[config.mk]
export PLATFORM = sky130hd
export DESIGN_NAME = enc_input_cond
export DESIGN_NICKNAME = d
export VERILOG_FILES = /design/src/rtl/enc_pkg.sv /design/src/rtl/enc_filt_ch.sv /design/src/rtl/enc_input_cond.sv
export SDC_FILE = /design/constraint.sdc
export NUM_CORES = 1
export LEC_CHECK = 0
export BUFFER_PORTS_ARGS = -buffer_cell sky130_fd_sc_hd__buf_2
export CAP_MARGIN = 20
export CORE_AREA = 3 3 106 108
export DETAILED_ROUTE_END_ITERATION = 8
export DIE_AREA = 0 0 109 111
export GPL_ROUTABILITY_DRIVEN = 0
export PLACE_DENSITY_LB_ADDON = 0.08
export RECOVER_POWER = 100
export SLEW_MARGIN = 20
export SYNTH_ARGS = -nofsm -noshare
export SYNTH_HDL_FRONTEND = slang
export SYNTH_SLANG_ARGS = --single-unit
[constraint.sdc]
create_clock -name CLK -period 3 [get_ports CLK]
set_clock_uncertainty 0.2 [all_clocks]
set_input_delay 0.45 -clock CLK [delete_from_list [all_inputs] [get_ports CLK]]
set_output_delay 0.45 -clock CLK [all_outputs]
set_load 0.1 [all_outputs]
[src/rtl/enc_pkg.sv]
// Shared definitions for the encoder input conditioning path.
package enc_pkg;

    // Channel bit map on the encoder connector
    localparam int unsigned CH_A0    = 0;
    localparam int unsigned CH_A1    = 1;
    localparam int unsigned CH_Z0    = 2;
    localparam int unsigned CH_Z1    = 3;
    localparam int unsigned N_CH_DEF = 4;

    // Width of a counter that must hold values up to filt_len-1 (never below 1 bit)
    function automatic int unsigned filt_cnt_w(input int unsigned filt_len);
        return (filt_len <= 2) ? 1 : $clog2(filt_len);
    endfunction

endpackage

[src/rtl/enc_filt_ch.sv]
// Single encoder channel: synchroniser, persistence filter, edge strobes, glitch counter.
module enc_filt_ch
    import enc_pkg::*;
#(
    parameter int unsigned SYNC_STAGES = 2,
    parameter int unsigned FILT_LEN    = 4,
    parameter int unsigned GCNT_W      = 16
) (
    input  logic              clk,
    input  logic              i_rst,
    input  logic              i_raw,
    input  logic              i_bypass,
    input  logic              i_clr_glitch,
    output logic              o_lvl,
    output logic              o_rise,
    output logic              o_fall,
    output logic [GCNT_W-1:0] o_glitch_cnt,
    output logic              o_glitch_c
);

    localparam int unsigned      CNT_W   = filt_cnt_w(FILT_LEN);
    localparam logic [CNT_W-1:0] CNT_MAX = CNT_W'(FILT_LEN - 1);

    logic [SYNC_STAGES-1:0] r_sync;
    logic                   w_sync;
    logic [CNT_W-1:0]       r_cnt;
    logic [CNT_W-1:0]       w_cnt_nxt;
    logic                   r_lvl;
    logic                   w_lvl_nxt;
    logic                   w_glitch;
    logic                   r_rise;
    logic                   r_fall;
    logic [GCNT_W-1:0]      r_gcnt;

    // Shift the asynchronous pin through the synchroniser chain
    always_ff @(posedge clk) begin
        if (i_rst) begin
            r_sync <= '0;
        end else begin
            r_sync <= {r_sync[SYNC_STAGES-2:0], i_raw};
        end
    end

    assign w_sync = r_sync[SYNC_STAGES-1];

    // Filter decision: accept a new level only after it persists FILT_LEN edges
    always_comb begin
        w_lvl_nxt = r_lvl;
        w_cnt_nxt = r_cnt;
        w_glitch  = 1'b0;
        if (i_bypass) begin
            w_lvl_nxt = w_sync;
            w_cnt_nxt = '0;
        end else if (w_sync != r_lvl) begin
            if (r_cnt == CNT_MAX) begin
                w_lvl_nxt = ~r_lvl;
                w_cnt_nxt = '0;
            end else begin
                w_cnt_nxt = r_cnt + CNT_W'(1);
            end
        end else if (r_cnt != '0) begin
            // Candidate level vanished before being accepted
            w_cnt_nxt = '0;
            w_glitch  = 1'b1;
        end
    end

    // Filter state and strobes; strobes align with the first cycle of the new level
    always_ff @(posedge clk) begin
        if (i_rst) begin
            r_lvl  <= 1'b0;
            r_cnt  <= '0;
            r_rise <= 1'b0;
            r_fall <= 1'b0;
        end else begin
            r_lvl  <= w_lvl_nxt;
            r_cnt  <= w_cnt_nxt;
            r_rise <= w_lvl_nxt & ~r_lvl;
            r_fall <= ~w_lvl_nxt & r_lvl;
        end
    end

    // Saturating glitch counter; clear has priority over a same-cycle glitch
    always_ff @(posedge clk) begin
        if (i_rst) begin
            r_gcnt <= '0;
        end else if (i_clr_glitch) begin
            r_gcnt <= '0;
        end else if (w_glitch && (r_gcnt != '1)) begin
            r_gcnt <= r_gcnt + GCNT_W'(1);
        end
    end

    assign o_lvl        = r_lvl;
    assign o_rise       = r_rise;
    assign o_fall       = r_fall;
    assign o_glitch_cnt = r_gcnt;
    assign o_glitch_c   = w_glitch;

endmodule

[src/rtl/enc_input_cond.sv]
// Encoder input conditioner: N_CH independent filtered channels plus a sticky glitch flag.
module enc_input_cond
    import enc_pkg::*;
#(
    parameter int unsigned N_CH        = N_CH_DEF,
    parameter int unsigned SYNC_STAGES = 2,
    parameter int unsigned FILT_LEN    = 4,
    parameter int unsigned GCNT_W      = 16
) (
    input  logic                   CLK,
    input  logic                   I_RST,
    input  logic [N_CH-1:0]        I_RAW,
    input  logic                   I_BYPASS,
    input  logic                   I_CLR_GLITCH,
    output logic [N_CH-1:0]        O_LVL,
    output logic [N_CH-1:0]        O_RISE,
    output logic [N_CH-1:0]        O_FALL,
    output logic [N_CH*GCNT_W-1:0] O_GLITCH_CNT,
    output logic                   O_GLITCH_ANY
);

    logic [N_CH-1:0] w_glitch;
    logic            r_glitch_any;

    // One conditioning slice per encoder pin
    for (genvar g = 0; g < N_CH; g++) begin : g_ch
        enc_filt_ch #(
            .SYNC_STAGES (SYNC_STAGES),
            .FILT_LEN    (FILT_LEN),
            .GCNT_W      (GCNT_W)
        ) u_ch (
            .clk          (CLK),
            .i_rst        (I_RST),
            .i_raw        (I_RAW[g]),
            .i_bypass     (I_BYPASS),
            .i_clr_glitch (I_CLR_GLITCH),
            .o_lvl        (O_LVL[g]),
            .o_rise       (O_RISE[g]),
            .o_fall       (O_FALL[g]),
            .o_glitch_cnt (O_GLITCH_CNT[g*GCNT_W +: GCNT_W]),
            .o_glitch_c   (w_glitch[g])
        );
    end

    // Sticky interrupt flag: set by any channel's glitch, cleared by clear or reset
    always_ff @(posedge CLK) begin
        if (I_RST) begin
            r_glitch_any <= 1'b0;
        end else if (I_CLR_GLITCH) begin
            r_glitch_any <= 1'b0;
        end else if (|w_glitch) begin
            r_glitch_any <= 1'b1;
        end
    end

    assign O_GLITCH_ANY = r_glitch_any;

endmodule

==> flow_summary.json <==
{
  "status": "complete, no violations",
  "first_pass_iters": 4,
  "antenna_found_initial": 0,
  "critPathMaxFanout": 9,
  "synth-edff-count": 0,
  "port-buffer-count": 84,
  "p_comb_share_pct": 4.9,
  "synth_top_area_cell": "dfxtp_1",
  "leakage_nw": 1.562,
  "grt_pass1_wl_um": 18690,
  "maxSlewHeadroom_pct": 19.35,
  "r2r-start": "g_ch[0].u_ch.r_cnt[0]$_SDFFE_PP0P_",
  "start_util_pct": 44.53,
  "synth_top_area_share_pct": 40.50,
  "multiInputGateArea_mm2": 0.002490,
  "cts_tree": "yes",
  "min_path_cells": 2,
  "clkTransAtPathRegs_ns": 0.09,
  "synthesis.area_mm2": 0.004597,
  "cts_buffer_depth": 2,
  "grt_pass1_vias": 3971,
  "hpwl_um": 8288,
  "ir_worst_vdd_uv": 256.1,
  "grt_util_all_layers_pct": 18.65,
  "seqPwrFrac_pct": 55.0,
  "layout-drive-gt1-share_pct": 5.565,
  "wl_per_cell_um": 15.22,
  "overflow": 0,
  "finalWirelength_um": 11370,
  "io_pins": 85,
  "hold_viol_final": 0,
  "fin_ws_ns": 0.4092,
  "clock_sinks": 93,
  "p_int_w": 0.001742,
  "holdCritPathClass": "primary input to flip-flop",
  "syn-num-nets": 557,
  "fillCellCount": 1050,
  "period_minus_slack_ns": 2.591,
  "ys_seq_elements": 93,
  "worst-setup-path-type": "flip-flop to flip-flop",
  "ys.flop_type": "dfxtp_1",
  "numCtsBuffers": 9,
  "synth.distinct_cells": 48,
  "fin_crit_sh_pct": 86.36,
  "power_frac_clock_pct": 40.1,
  "p_sw_w": 0.0005354,
  "core_mm2": 0.01032,
  "grt_max_degree": 32,
  "syn_area_per_cell_um2": 8.560,
  "final.setup.tns_ns": 0,
  "drtAntennaViolNets": 0,
  "areaGrowthSynthToFinish_pct": 12.68,
  "holdWs_ns": 0.09121,
  "synth.most_common_cell": "dfxtp_1",
  "drv_cap": 0,
  "seq_area_frac_synth_pct": 40.50,
  "async_flop_share_pct": 0,
  "p_total_w": 0.002277,
  "r2r-end": "g_ch[0].u_ch.o_glitch_cnt[11]$_SDFFE_PP0P_",
  "dr.first_iter.drc_count": 219,
  "cts_hold_buf": 0,
  "root_buffer": "clkbuf_8",
  "worst_ep_arrival_time_ns": 2.68,
  "required_ns": 3.09,
  "vias_per_cell": 5.851,
  "die_w_um": 109,
  "cts-htree-levels": 3,
  "final_util_pct": 50.18,
  "remaining_drc_errors": 0,
  "via_count": 4371,
  "synth_common_cells": "dfxtp_1, a21oi_1, nand2_1",
  "setup_viol": 0,
  "start_kind": "flip-flop",
  "sw_frac_of_total_pct": 23.51,
  "die_h_um": 111,
  "fmax_mhz": 386.0,
  "dieArea_mm2": 0.01210,
  "synth_area_leaders": "dfxtp_1, a21oi_1, or4_1, o31ai_1, nand2_1",
  "dp_slack_ns": 0.4606,
  "hold_path_startpoint": "I_RAW[1]",
  "tightest_slew_ns": 1.215,
  "post-cts-setup-buffers": 0,
  "n_antenna_cell": 0,
  "cp-end-kind": "flip-flop",
  "ctsResizeCount": 0,
  "rsz0062_at_grt": "false",
  "rrSetupSlack_ns": 0.41,
  "row_count": 37,
  "slew_viol_final": 0,
  "hold_path_end": "g_ch[1].u_ch.r_sync[0]$_SDFF_PP0_",
  "clock_latency_ns": 0.36,
  "seqCellArea_mm2": 0.001862,
  "syn_inst": 537,
  "nNetsFinal": 626,
  "reg2reg_depth": 6,
  "power.density_mw_per_mm2": 439.6,
  "synth-warning-count": 0
}
how the worst max path moves through the flow:
stage	startpoint	to	depth (start not counted)
4_1_cts	g_ch[0].u_ch.r_cnt[0]$_SDFFE_PP0P_	g_ch[0].u_ch.o_glitch_cnt[11]$_SDFFE_PP0P_	6
5_1_grt	g_ch[0].u_ch.r_cnt[0]$_SDFFE_PP0P_	g_ch[0].u_ch.o_glitch_cnt[11]$_SDFFE_PP0P_	6
3_5_place_dp	g_ch[0].u_ch.r_cnt[0]$_SDFFE_PP0P_	g_ch[0].u_ch.o_glitch_cnt[11]$_SDFFE_PP0P_	6
3_3_place_gp	g_ch[0].u_ch.r_cnt[0]$_SDFFE_PP0P_	g_ch[0].u_ch.o_glitch_cnt[11]$_SDFFE_PP0P_	6
2_1_floorplan	g_ch[2].u_ch.o_glitch_cnt[2]$_SDFFE_PP0P_	g_ch[2].u_ch.o_glitch_cnt[13]$_SDFFE_PP0P_	6
6_report	g_ch[0].u_ch.r_cnt[0]$_SDFFE_PP0P_	g_ch[0].u_ch.o_glitch_cnt[11]$_SDFFE_PP0P_	6
sequential cells by signal, summed over array words and instances (netlist names):
signal and count:
g_ch.u_ch.r_sync 8, g_ch.u_ch.o_rise 4, g_ch.u_ch.o_glitch_cnt 64, g_ch.u_ch.o_lvl 4, g_ch.u_ch.o_fall 4, g_ch.u_ch.r_cnt 8
O_GLITCH_ANY 1
metrics by stage:
step	instance area, um^2	std cells
final	5180	747
after global placement	5085	731
after floorplan	4597	537
after detailed placement	5085	731
after CTS	5299	747
after global routing	5180	747
worst max-delay path: stages, from the launching register on:
cell	delay [ns]
dfxtp_1	0.38
inv_1	0.06
ha_1	0.24
or2_0	0.28
or4_1	0.67
or4_1	0.52
a21oi_1	0.17
power groups by stage:
| stage | clock (W) | sequential, W | combinational, W |
|---|---|---|---|
| detailed placement | 0 | 0.00128 | 0.000115 |
| global placement | 0 | 0.00128 | 0.000112 |
| global route | 0.000997 | 0.00125 | 0.000121 |
| CTS | 0.000943 | 0.00125 | 0.000115 |
| floorplan | 0 | 0.00129 | 0.0000793 |
| finish | 0.000914 | 0.00125 | 0.000111 |
cell type report:
class	count	area share [%]
Clock buffer	10	2.464
Clock inverter	6	1.667
Inverter	15	1.087
Multi-Input combinational cell	394	48.07
Sequential cell	93	35.94
Tap cell	136	3.285
Timing Repair Buffer	93	7.488
cells in the final DEF, fill, tap and decap left out, drive strengths merged, types with 11 or more instances in the layout:
cell type,instances
a21oi,53
and4,12
buf,11
clkbuf,92
dfxtp,93
ha,12
inv,16
nand2,43
nand3,25
nand4,24
nor2,21
nor3,18
o21ai,18
o31ai,29
or3,16
or4,32
cells by family (layout without fill, tap and decap cells):
family / after synthesis / count (layout) / synth area share, %
compound gates: 136 / 136 / 18.84
xor+xnor: 7 / 7 / 1.497
simple gates: 232 / 232 / 29.18
buf+inv: 50 / 124 / 5.198
fa+ha+maj: 12 / 12 / 3.266
flops: 93 / 93 / 40.50
mux: 7 / 7 / 1.524
layer usage:
| layer | share of wire, % | track usage (%) | vias to the layer above | routed length [um] |
|---|---|---|---|---|
| met4 | 0.92 | 5.387 | 0 | 104 |
| met2 | 48 | 30.63 | 92 | 5415 |
| met1 | 47 | 24.62 | 2065 | 5357 |
| li1 | - | - | 2204 | - |
| met3 | 4.3 | 3.611 | 10 | 487 |
| met5 | 0 | 0 | - | 0 |
(Power assumes the default switching activity.)
